--- config.mk ---
export PLATFORM = sky130hd
export DESIGN_NAME = router_fsm_ctrl
export DESIGN_NICKNAME = d
export VERILOG_FILES = /design/src/rtl/router_fsm_ctrl.sv
export SDC_FILE = /design/constraint.sdc
export NUM_CORES = 1
export LEC_CHECK = 0
export BUFFER_PORTS_ARGS = -buffer_cell sky130_fd_sc_hd__buf_2
export CAP_MARGIN = 30
export CORE_MARGIN = 2
export CORE_UTILIZATION = 40
export CTS_CLUSTER_DIAMETER = 150
export DETAILED_ROUTE_END_ITERATION = 10
export GPL_ROUTABILITY_DRIVEN = 0
export SYNTH_ARGS = -nofsm -noshare
export SYNTH_HDL_FRONTEND = slang
export SYNTH_SLANG_ARGS = --single-unit
--- constraint.sdc ---
create_clock -name clk -period 4.3 [get_ports clk]
set_clock_uncertainty 0.05 [all_clocks]
set_input_delay 0.86 -clock clk [delete_from_list [all_inputs] [get_ports clk]]
set_output_delay 0.86 -clock clk [all_outputs]
set_load 0.1 [all_outputs]
--- src/rtl/router_fsm_ctrl.sv ---
// Packet-sequencing FSM for the 1x3 router: steps the register block and
// synchronizer through header decode, payload, full-stall and parity phases.
module router_fsm_ctrl #(
    parameter int ST_W = 3
) (
    input  logic       clk,
    input  logic       rstn,
    input  logic       pkt_valid,
    input  logic [1:0] data_in,
    input  logic       fifo_full,
    input  logic       fifo_empty_0,
    input  logic       fifo_empty_1,
    input  logic       fifo_empty_2,
    input  logic       soft_reset_0,
    input  logic       soft_reset_1,
    input  logic       soft_reset_2,
    input  logic       parity_done,
    input  logic       low_pkt_valid,
    output logic       detect_add,
    output logic       lfd_state,
    output logic       ld_state,
    output logic       laf_state,
    output logic       full_state,
    output logic       write_enb_reg,
    output logic       rst_int_reg,
    output logic       busy
);

    typedef enum logic [ST_W-1:0] {
        DECODE_ADDRESS     = 3'd0,
        LOAD_FIRST_DATA    = 3'd1,
        LOAD_DATA          = 3'd2,
        LOAD_PARITY        = 3'd3,
        FIFO_FULL_STATE    = 3'd4,
        LOAD_AFTER_FULL    = 3'd5,
        WAIT_TILL_EMPTY    = 3'd6,
        CHECK_PARITY_ERROR = 3'd7
    } state_t;

    state_t     state;
    state_t     next_state;
    logic [1:0] addr_q;
    logic [1:0] sel_addr;
    logic       empty_sel;
    logic       soft_hit;
    logic       addr_ok;

    // The header is still on data_in while decoding, so the empty lookup uses it directly there.
    always_comb begin
        sel_addr  = (state == DECODE_ADDRESS) ? data_in : addr_q;
        addr_ok   = (data_in != 2'd3);
        empty_sel = 1'b0;
        soft_hit  = 1'b0;
        case (sel_addr)
            2'd0:    empty_sel = fifo_empty_0;
            2'd1:    empty_sel = fifo_empty_1;
            2'd2:    empty_sel = fifo_empty_2;
            default: empty_sel = 1'b0;
        endcase
        case (addr_q)
            2'd0:    soft_hit = soft_reset_0;
            2'd1:    soft_hit = soft_reset_1;
            2'd2:    soft_hit = soft_reset_2;
            default: soft_hit = 1'b0;
        endcase

        next_state = state;
        case (state)
            DECODE_ADDRESS: begin
                if (pkt_valid && addr_ok)
                    next_state = empty_sel ? LOAD_FIRST_DATA : WAIT_TILL_EMPTY;
            end
            LOAD_FIRST_DATA: next_state = LOAD_DATA;
            LOAD_DATA: begin
                if (fifo_full)
                    next_state = FIFO_FULL_STATE;
                else if (!pkt_valid)
                    next_state = LOAD_PARITY;
            end
            FIFO_FULL_STATE: begin
                if (!fifo_full)
                    next_state = LOAD_AFTER_FULL;
            end
            LOAD_AFTER_FULL: begin
                if (parity_done)
                    next_state = DECODE_ADDRESS;
                else if (low_pkt_valid)
                    next_state = LOAD_PARITY;
                else
                    next_state = LOAD_DATA;
            end
            LOAD_PARITY: next_state = CHECK_PARITY_ERROR;
            CHECK_PARITY_ERROR: begin
                next_state = fifo_full ? FIFO_FULL_STATE : DECODE_ADDRESS;
            end
            WAIT_TILL_EMPTY: begin
                if (empty_sel)
                    next_state = LOAD_FIRST_DATA;
            end
            default: next_state = DECODE_ADDRESS;
        endcase

        if (soft_hit)
            next_state = DECODE_ADDRESS;
    end

    // Outputs are registered decodes of the upcoming state, so they track the state register exactly.
    always_ff @(posedge clk) begin
        if (!rstn) begin
            state         <= DECODE_ADDRESS;
            addr_q        <= 2'd0;
            detect_add    <= 1'b1;
            lfd_state     <= 1'b0;
            ld_state      <= 1'b0;
            laf_state     <= 1'b0;
            full_state    <= 1'b0;
            write_enb_reg <= 1'b0;
            rst_int_reg   <= 1'b0;
            busy          <= 1'b0;
        end else begin
            state <= next_state;
            if (state == DECODE_ADDRESS && pkt_valid)
                addr_q <= data_in;
            detect_add    <= (next_state == DECODE_ADDRESS);
            lfd_state     <= (next_state == LOAD_FIRST_DATA);
            ld_state      <= (next_state == LOAD_DATA);
            laf_state     <= (next_state == LOAD_AFTER_FULL);
            full_state    <= (next_state == FIFO_FULL_STATE);
            rst_int_reg   <= (next_state == CHECK_PARITY_ERROR);
            write_enb_reg <= (next_state == LOAD_DATA) || (next_state == LOAD_PARITY)
                          || (next_state == LOAD_AFTER_FULL);
            busy          <= !((next_state == DECODE_ADDRESS) || (next_state == LOAD_DATA));
        end
    end

endmodule

==> impl_metrics.yaml, run 1 <==
cts:
  holdBufCountCts: 0
  cts_tree: "done"
  clock_tree.htree_level_count: 1
  postCtsSetupBuffers: 0
  root_buffer: "clkbuf_4"
  cts_resized: 0
  clock_sink_count: 13
  worstSkewPairLatency_ns: 0.27
  cts.reportedPaths.clkPinSlew_ns: 0.08
  cts_inserted_buffers: 3
  cts.path.max_buffers: 2
power_and_ir_drop:
  leakage_power_total_nw: 0.3508
  post-layout-total-power_uw: 335.2
  pd_cells_nw_per_um2: 398.6
  max-vdd-ir-drop_mv: 0.2201
sta:
  timing.final.setup_violations: 0
  worst-slew-pin-transition_ns: 0.4878
  hold_viol: 0
  clock.fmax_mhz: 464.6
  finalMaxSlewViolations: 0
  rsz_0062_raised_after_global_routing: "no"
  timing.hold.ws_ns: 0.4736
  finalCritPeriodShare_pct: 50.05
  timing.max_slew.rel_slack_pct: 67.71
  finalCriticalPeriod_ns: 2.152
  setup-tns-final_ns: 0
final_layout:
  commonest_non_fill_non_tap_cells_in_the_layout: "buf_2 (21), dfxtp_1 (13), nand2_1 (6), and2_1 (4)"
  largest_register_ff_count: 3
  final_nets: 112
  largest-register: "state"
  finalCoreUtilization_pct: 49.78
  layout_top_registers: "state x3, addr_q x2"
  layout.cells.most_common: "buf_2"
  layoutNonFillerInstCount: 114
  number_of_diodes: 0
  area_growth_pct: 18.31
  drive_above_1_share_pct: 35.05
die:
  die-width_um: 46.15
  effective_utilization_at_floorplan_pct: 42.07
  fp-row-count: 15
  floorplan.core_area_um2: 1689
  io-pin-count: 22
  die-area_um2: 2130
  die-height_um: 46.15
logic_synthesis:
  yosys_warnings: 0
  yosys_most_used_dff: "dfxtp_1"
  synth-seq-area-share_pct: 36.62
  ys_ff_latch: 13
  synthesis.instances: 74
  synth.avg_cell_area_um2: 9.604
  asyncSetResetFlopFracSynth_pct: 0
  synthesis.area_um2: 710.7
  synth-edff-count: 0
  synth.distinct_cells: 38
  syn_nets: 88
setup_path:
  worst-path-max-fanout: 6
  timing.reg2reg.worst_path_depth: 5
  critPathKind: "input port to flop"
  worst_ep_required_time_ns: 4.44
  r2r_start: "state[1]$_SDFF_PN0_"
  cp-end-kind: "flop"
  reg2reg_to: "lfd_state$_SDFF_PN0_"
  critical_path_arrival_ns: 2.29
  worstSetupStartpointType: "input port"
  r2r_setup_slack_ns: 2.38
place:
  placed_cells: 110
  dpl.hpwl_mm: 1.079
  port_buffers: 21
flow_run:
  cap_viol_max_count: 0
route:
  detailroute.via_count: 610
  detail_route.wirelength_mm: 1.375
  iteration_count_of_the_initial_detailed_routing_pass: 4
  drt-vias-per-instance: 5.351
  final_antenna_net_count: 0
  drt-initial-drc-count: 8
  drc: 0
  dr_wl_cell_um: 12.06
run_status:
  run_status: "complete, no violations"
global_routing:
  grt_pass1_wl_mm: 2.352
  grt_pass1_vias: 549
  antenna_found_initial: 0
  largest_net_degree_at_the_start_of_global_routing: 10
  track_usage_pct: 15.64
  grt_overflow: 0
hold_path:
  min_path_cells: 2
  worst_hold_startpoint: "addr_q[0]$_SDFFE_PN0P_"
  min_delay_worst_endpoint: "addr_q[0]$_SDFFE_PN0P_"
  worst_hold_path_type: "flop to flop"
critical path, cell delays in order:
cell,delay [ns]
buf_2,0.13
mux2i_2,0.24
a311oi_2,0.15
or3b_1,0.48
or3_1,0.37
o31ai_1,0.06
stage by stage:
step / worst slack, ns / area (µm²)
4_1_cts: 2.149 / 840.8
6_report: 2.148 / 840.8
3_5_place_dp: 1.868 / 814.5
2_1_floorplan: 2.050 / 710.7
5_1_grt: 2.071 / 840.8
3_3_place_gp: 1.893 / 814.5
how the worst max path moves through the flow:
stage                    start                  endpoint  slack [ns]  cells after the start
finish              data_in[1]  write_enb_reg$_SDFF_PN0_        2.15                      6
global route        data_in[1]  write_enb_reg$_SDFF_PN0_        2.07                      6
CTS                 data_in[1]  write_enb_reg$_SDFF_PN0_        2.15                      6
detailed placement  data_in[1]  write_enb_reg$_SDFF_PN0_        1.87                      6
global placement    data_in[1]  write_enb_reg$_SDFF_PN0_        1.89                      6
floorplan           data_in[1]  write_enb_reg$_SDFF_PN0_        2.05                      6
logic make-up (layout without fill, tap and decap cells):
group | after synthesis | count (layout) | share of synthesized area [%]
and+or+nand+nor | 29 | 29 | 25.35
DFF | 13 | 13 | 36.62
buffers and inverters | 6 | 29 | 5.282
adders and majority gates | 1 | 1 | 1.409
muxes | 4 | 4 | 6.338
AOI/OAI and AO/OA | 21 | 21 | 25.00
layout make-up:
cell class,instances,area [µm²]
clock buffer,4,26.28
fill,175,848.3
inverter,4,15.01
multi-input combinational,55,412.9
sequential,13,260.3
tap,17,21.27
timing repair buffer,21,105.1
cells in the mapped netlist, types with 2 or more instances:
cell,count,share of area (%)
a21boi_0,2,2.1
and2_1,4,3.5
buf_6,2,3.2
dfxtp_1,13,37
inv_1,2,1.1
inv_2,2,1.1
mux2i_1,2,2.8
nand2_1,6,3.2
nand3_1,2,1.4
nand3b_1,3,3.2
nor3_1,3,2.1
nor3_2,2,2.8
o211ai_1,2,2.1
o21a_1,2,2.1
o21ai_0,3,2.1
or3_1,2,1.8
power breakdown:
| group | switching, mW | internal [mW] | leakage [nW] |
|---|---|---|---|
| Sequential | 0.0100 | 0.131 | 0.106 |
| Combinational | 0.0842 | 0.0378 | 0.230 |
| Clock | 0.0366 | 0.0359 | 0.0150 |
| Total | 0.131 | 0.204 | 0.351 |
routing by layer:
metal,wire length (µm),track usage (%)
met1,694,19.91
met3,50,4.706
met4,12,6.857
met2,616,24.17
met5,0,0
Note: power is estimated with default switching activity, not from simulation.
==> run 2: changes to the inputs <==
--- a/config.mk
+++ b/config.mk
@@ -5,6 +5,7 @@
 export SDC_FILE = /design/constraint.sdc
 export NUM_CORES = 1
 export LEC_CHECK = 0
+export ABC_AREA = 1
 export BUFFER_PORTS_ARGS = -buffer_cell sky130_fd_sc_hd__buf_2
 export CAP_MARGIN = 30
 export CORE_MARGIN = 2
==> constraint.sdc (replaced) <==
create_clock -name clk -period 2.1 [get_ports clk]
set_clock_uncertainty 0.05 [all_clocks]
set_input_delay 0.42 -clock clk [delete_from_list [all_inputs] [get_ports clk]]
set_output_delay 0.42 -clock clk [all_outputs]
set_load 0.1 [all_outputs]
==> impl_metrics.yaml, run 2 <==
sta:
  finalCritPeriodShare_pct: 80.73
  worst-slew-pin-transition_ns: 0.4856
  rsz_0062_raised_after_global_routing: "no"
  setup-tns-final_ns: 0
  timing.max_slew.rel_slack_pct: 67.85
  hold_viol: 0
  finalCriticalPeriod_ns: 1.695
  clock.fmax_mhz: 589.8
  finalMaxSlewViolations: 0
  timing.final.setup_violations: 0
logic_synthesis:
  yosys_warnings: 0
  synth_largest_area_cell: "dfxtp_1"
  synth-edff-count: 0
  synth.most_common_cell: "nand2_1"
  yosys_most_used_dff: "dfxtp_1"
  synth.top_cells.by_count: "nand2_1 (17), dfxtp_1 (13), inv_1 (11)"
  syn_nets: 115
  synth-seq-area-share_pct: 32.91
  synth.avg_cell_area_um2: 7.829
  synthesis.area_um2: 790.8
  synth_largest_type_area_fraction_pct: 32.91
  netlist_top_cells_area: "dfxtp_1 (33%), nand3_4 (8.9%), nand2_1 (8.1%)"
  asyncSetResetFlopFracSynth_pct: 0
  ys_ff_latch: 13
  synth.distinct_cells: 22
  synthesis.instances: 101
route:
  final_antenna_net_count: 0
  iteration_count_of_the_initial_detailed_routing_pass: 4
  detail_route.wirelength_mm: 1.533
  drt-vias-per-instance: 4.614
  drt-initial-drc-count: 14
  dr_wl_cell_um: 10.02
  drc: 0
  detailroute.via_count: 706
setup_path:
  critPathKind: "flop to flop"
  worstSetupStartpointType: "flop"
  worst-path-max-fanout: 7
  critical_path_arrival_ns: 1.82
  r2r_start: "state[1]$_SDFF_PN0_"
  cp-end-kind: "flop"
  timing.reg2reg.worst_path_depth: 10
  reg2reg_to: "detect_add$_SDFF_PN1_"
  r2r_setup_slack_ns: 0.40
  worst_ep_required_time_ns: 2.22
cts:
  cts_inserted_buffers: 3
  cts_resized: 0
  clock_sink_count: 13
  clock_tree.htree_level_count: 1
  root_buffer: "clkbuf_4"
  cts_tree: "done"
  worstSkewPairLatency_ns: 0.28
  cts.reportedPaths.clkPinSlew_ns: 0.08
  cts.path.max_buffers: 2
  postCtsSetupBuffers: 0
  holdBufCountCts: 0
global_routing:
  antenna_found_initial: 0
  largest_net_degree_at_the_start_of_global_routing: 10
  grt_pass1_wl_mm: 2.697
  grt_overflow: 0
  grt_pass1_vias: 612
  track_usage_pct: 14.37
final_layout:
  layoutNonFillerInstCount: 153
  number_of_diodes: 0
  area_growth_pct: 20.89
  layout.cells.most_common: "buf_2"
  largest-register: "state"
  drive_above_1_share_pct: 42.06
  commonest_non_fill_non_tap_cells_in_the_layout: "buf_2 (21), nand2_1 (17), dfxtp_1 (13), inv_1 (11), nand3_1 (10)"
  layout_top_registers: "state x3, addr_q x2"
  largest_register_ff_count: 3
  final_nets: 141
die:
  io-pin-count: 22
  effective_utilization_at_floorplan_pct: 41.15
  die-area_um2: 2348
  fp-row-count: 16
  die-width_um: 48.46
  floorplan.core_area_um2: 1922
  die-height_um: 48.46
hold_path:
  worst_hold_path_type: "input port to flop"
  min_delay_worst_endpoint: "addr_q[0]$_SDFFE_PN0P_"
  worst_hold_startpoint: "rstn"
  min_path_cells: 3
flow_run:
  cap_viol_max_count: 0
place:
  port_buffers: 21
  dpl.hpwl_mm: 1.271
  placed_cells: 149
run_status:
  run_status: "complete, no violations"
run 2: cell count changes after synthesis, moves of 3 or more:
cell      before  now
a21oi_1        0    4
and2_1         4    0
inv_1          2   11
nand2_1        6   17
nand2_2        0    8
nand3_1        2   10
nand3_2        0    5
nand3_4        0    4
nand3b_1       3    0
nor2_1         1    8
nor2_4         0    3
run 2: final cells by class:
cell class | count | area [µm²]
clock buffer | 4 | 26.28
fill | 211 | 965.9
inverter | 15 | 61.31
multi-input combinational | 73 | 469.2
sequential | 13 | 260.3
tap | 27 | 33.78
timing repair buffer | 21 | 105.1
run 2: worst max-delay path, cell delays in order, from the launching register on:
cell and delay, ns:
dfxtp_1 0.39, nor2_4 0.18, nand2_4 0.09, nand2_2 0.07
nand2_1 0.08, nand3_4 0.12, nand3_2 0.11, nand2_2 0.11
nand4_1 0.19, nand2_2 0.13, nor2_1 0.05
run 2: kinds of logic after synthesis:
logic type,share of synthesized area (%)
AOI/OAI and AO/OA,9.019
and+or+nand+nor,50.32
buffers and inverters,7.752
DFF,32.91
run 2: metrics by stage:
step	area, µm²	hold WS (ns)	util (%)	worst slack (ns)
after floorplan	790.8	0.4331	-	0.5941
after global routing	955.9	0.4043	49.74	0.2219
final	955.9	0.3885	49.74	0.4046
after CTS	955.9	0.3763	49.74	0.3925
after global placement	929.6	0.4719	48.37	0.4085
after detailed placement	929.6	0.4691	48.37	0.4016
run 2: how the worst max path moves through the flow:
| stage | startpoint | endpoint | slack [ns] | cells past startpoint |
|---|---|---|---|---|
| global placement | soft_reset_2 | detect_add$_SDFF_PN1_ | 0.41 | 7 |
| floorplan | state[1]$_SDFF_PN0_ | detect_add$_SDFF_PN1_ | 0.59 | 10 |
| global route | state[1]$_SDFF_PN0_ | detect_add$_SDFF_PN1_ | 0.22 | 10 |
| detailed placement | soft_reset_2 | detect_add$_SDFF_PN1_ | 0.40 | 7 |
| CTS | state[1]$_SDFF_PN0_ | detect_add$_SDFF_PN1_ | 0.39 | 10 |
| finish | state[1]$_SDFF_PN0_ | detect_add$_SDFF_PN1_ | 0.40 | 10 |
run 2: layer usage:
metal  wire length, µm  track usage [%]
met5                 0                0
met4                19            4.286
met3                94            1.852
met2               682            23.15
met1               736            20.16
Power of run 2 is not shown: default switching activity piles up to over one toggle a cycle in this logic, so the estimate is an artifact.
==> run 3: changes to the inputs <==
==> constraint.sdc (replaced) <==
create_clock -name clk -period 1.6 [get_ports clk]
set_clock_uncertainty 0.05 [all_clocks]
set_input_delay 0.32 -clock clk [delete_from_list [all_inputs] [get_ports clk]]
set_output_delay 0.32 -clock clk [all_outputs]
set_load 0.1 [all_outputs]
==> impl_metrics.yaml, run 3 (synthesized netlist as in run 2, its figures left out) <==
cts:
  cts.path.max_buffers: 2
  root_buffer: "clkbuf_4"
  cts.reportedPaths.clkPinSlew_ns: 0.08
  cts_tree: "done"
  clock_sink_count: 13
  cts_inserted_buffers: 3
  holdBufCountCts: 0
  worstSkewPairLatency_ns: 0.27
  clock_tree.htree_level_count: 1
setup_path:
  cp-end-kind: "flop"
  critPathKind: "flop to flop"
  critical_path_arrival_ns: 1.73
  startpoint: "state[0]$_SDFF_PN0_"
  r2r_start: "state[0]$_SDFF_PN0_"
  worstSetupStartpointType: "flop"
  worst-path-max-fanout: 6
  path_buf_inv: 0
  path_delay_family: "simple AND/OR/NAND/NOR gates"
  worst_ep_required_time_ns: 1.72
  cp_cell_sequence: "nor2_4 -> nand2_4 -> nand2_2 -> nand3_2 -> nand3_4 -> nand3_4 -> nand2_4 -> nand4_1 -> nand2_2 -> nor2_1"
  cpPeakStageDelay_ns: 0.37
  slowest_stage_cell_on_the_critical_path: "dfxtp_4"
place:
  dpl.hpwl_mm: 1.242
  dp_slack_ns: -0.04409
  port_buffers: 21
  placed_cells: 153
hold_path:
  worst_hold_startpoint: "rstn"
  worst_hold_path_type: "input port to flop"
global_routing:
  grt_pass1_vias: 621
  grt-busiest-layer: "met2"
  grt_overflow: 0
  grt_pass1_wl_mm: 2.622
  largest_net_degree_at_the_start_of_global_routing: 10
  antenna_found_initial: 0
  track_usage_pct: 14.11
  grtUsageMet2_pct: 22.22
  use_met1_pct: 19.57
  grt_util_met3_pct: 2.778
route:
  drt-initial-drc-count: 13
  final_antenna_net_count: 0
  dr_wl_cell_um: 10.13
  detailroute.via_count: 737
  iteration_count_of_the_initial_detailed_routing_pass: 3
  detail_route.wirelength_mm: 1.611
  drt-vias-per-instance: 4.635
  drc: 0
final_layout:
  layoutNonFillerInstCount: 159
  largest-register: "state"
  filler_cell_count: 199
  largest_register_ff_count: 3
  layout.cells.most_common: "buf_2"
  area_growth_pct: 32.91
  number_of_diodes: 0
  final_nets: 147
  finalCoreUtilization_pct: 54.69
  drive_above_1_share_pct: 51.52
  commonest_non_fill_non_tap_cells_in_the_layout: "buf_2 (21), nand2_1 (14), dfxtp_1 (12), inv_1 (11), nand2_2 (10)"
  layout_top_registers: "state x3, addr_q x2"
run_status:
  run_status: "finished with violations"
  failed_checks: "negative setup slack"
sta:
  clock.fmax_mhz: 621.0
  finalCritPeriodShare_pct: 100.7
  fin_ws_ns: -0.01042
  timing.max_slew.rel_slack_pct: 67.78
  hold_viol: 0
  worst-slew-pin-transition_ns: 0.4867
  rsz_0062_raised_after_global_routing: "yes"
  finalCriticalPeriod_ns: 1.610
  timing.final.setup_violations: 2
  timing.hold.ws_ns: 0.2878
  finalMaxSlewViolations: 0
die:
  die-height_um: 48.46
  effective_utilization_at_floorplan_pct: 41.15
  fp-row-count: 16
  io-pin-count: 22
  floorplan.core_area_um2: 1922
  die-width_um: 48.46
  die-area_um2: 2348
flow_run:
  cap_viol_max_count: 0
run 3: cell count changes in the layout (fill, tap and decap cells not counted), sizes merged:
cell  delta
buf      +6
run 3: metal layers:
layer | share of wire [%] | vias to the layer above
li1 | - | 395
met1 | 49 | 327
met2 | 47 | 13
met3 | 3.2 | 2
met4 | 0.56 | 0
met5 | 0 | -
run 3: timing repair:
item	4_1_cts	5_1_grt
gates resized for setup	1	12
pin swaps	2	6
setup buffers	0	2
cloned	0	0
endpoints found under the setup margin	1	8
run 3: layout make-up:
type	instances	area, µm²	area share, %
clock buffers	4	26.28	2.500
inverters	15	61.31	5.833
multi-input cells	73	515.5	49.05
flip-flops and latches	13	264.0	25.12
well taps	27	33.78	3.214
repair buffers	27	150.1	14.29
run 3: through the flow:
step | cell area, µm² | setup TNS, ns
finish | 1051 | -0.01693
global route | 1051 | -0.7270
CTS | 987.2 | -0.001546
detailed placement | 959.7 | -0.04409
global placement | 959.7 | -0.007587
floorplan | 790.8 | 0
run 3: worst register-to-register path, stage by stage, from the launching register on:
cell,delay [ns]
dfxtp_4,0.37
nor2_4,0.15
nand2_4,0.11
nand2_2,0.08
nand3_2,0.07
nand3_4,0.12
nand3_4,0.09
nand2_4,0.10
nand4_1,0.20
nand2_2,0.12
nor2_1,0.04
run 3: final timing paths:
kind,end,slack [ns],cells past startpoint
setup / recovery,detect_add$_SDFF_PN1_,-0.01,10
hold / removal,addr_q[0]$_SDFFE_PN0P_,0.29,3
setup reg to reg,detect_add$_SDFF_PN1_,-0.01,10
hold reg to reg,addr_q[0]$_SDFFE_PN0P_,0.49,2
Power of run 3 is left out for the same reason.
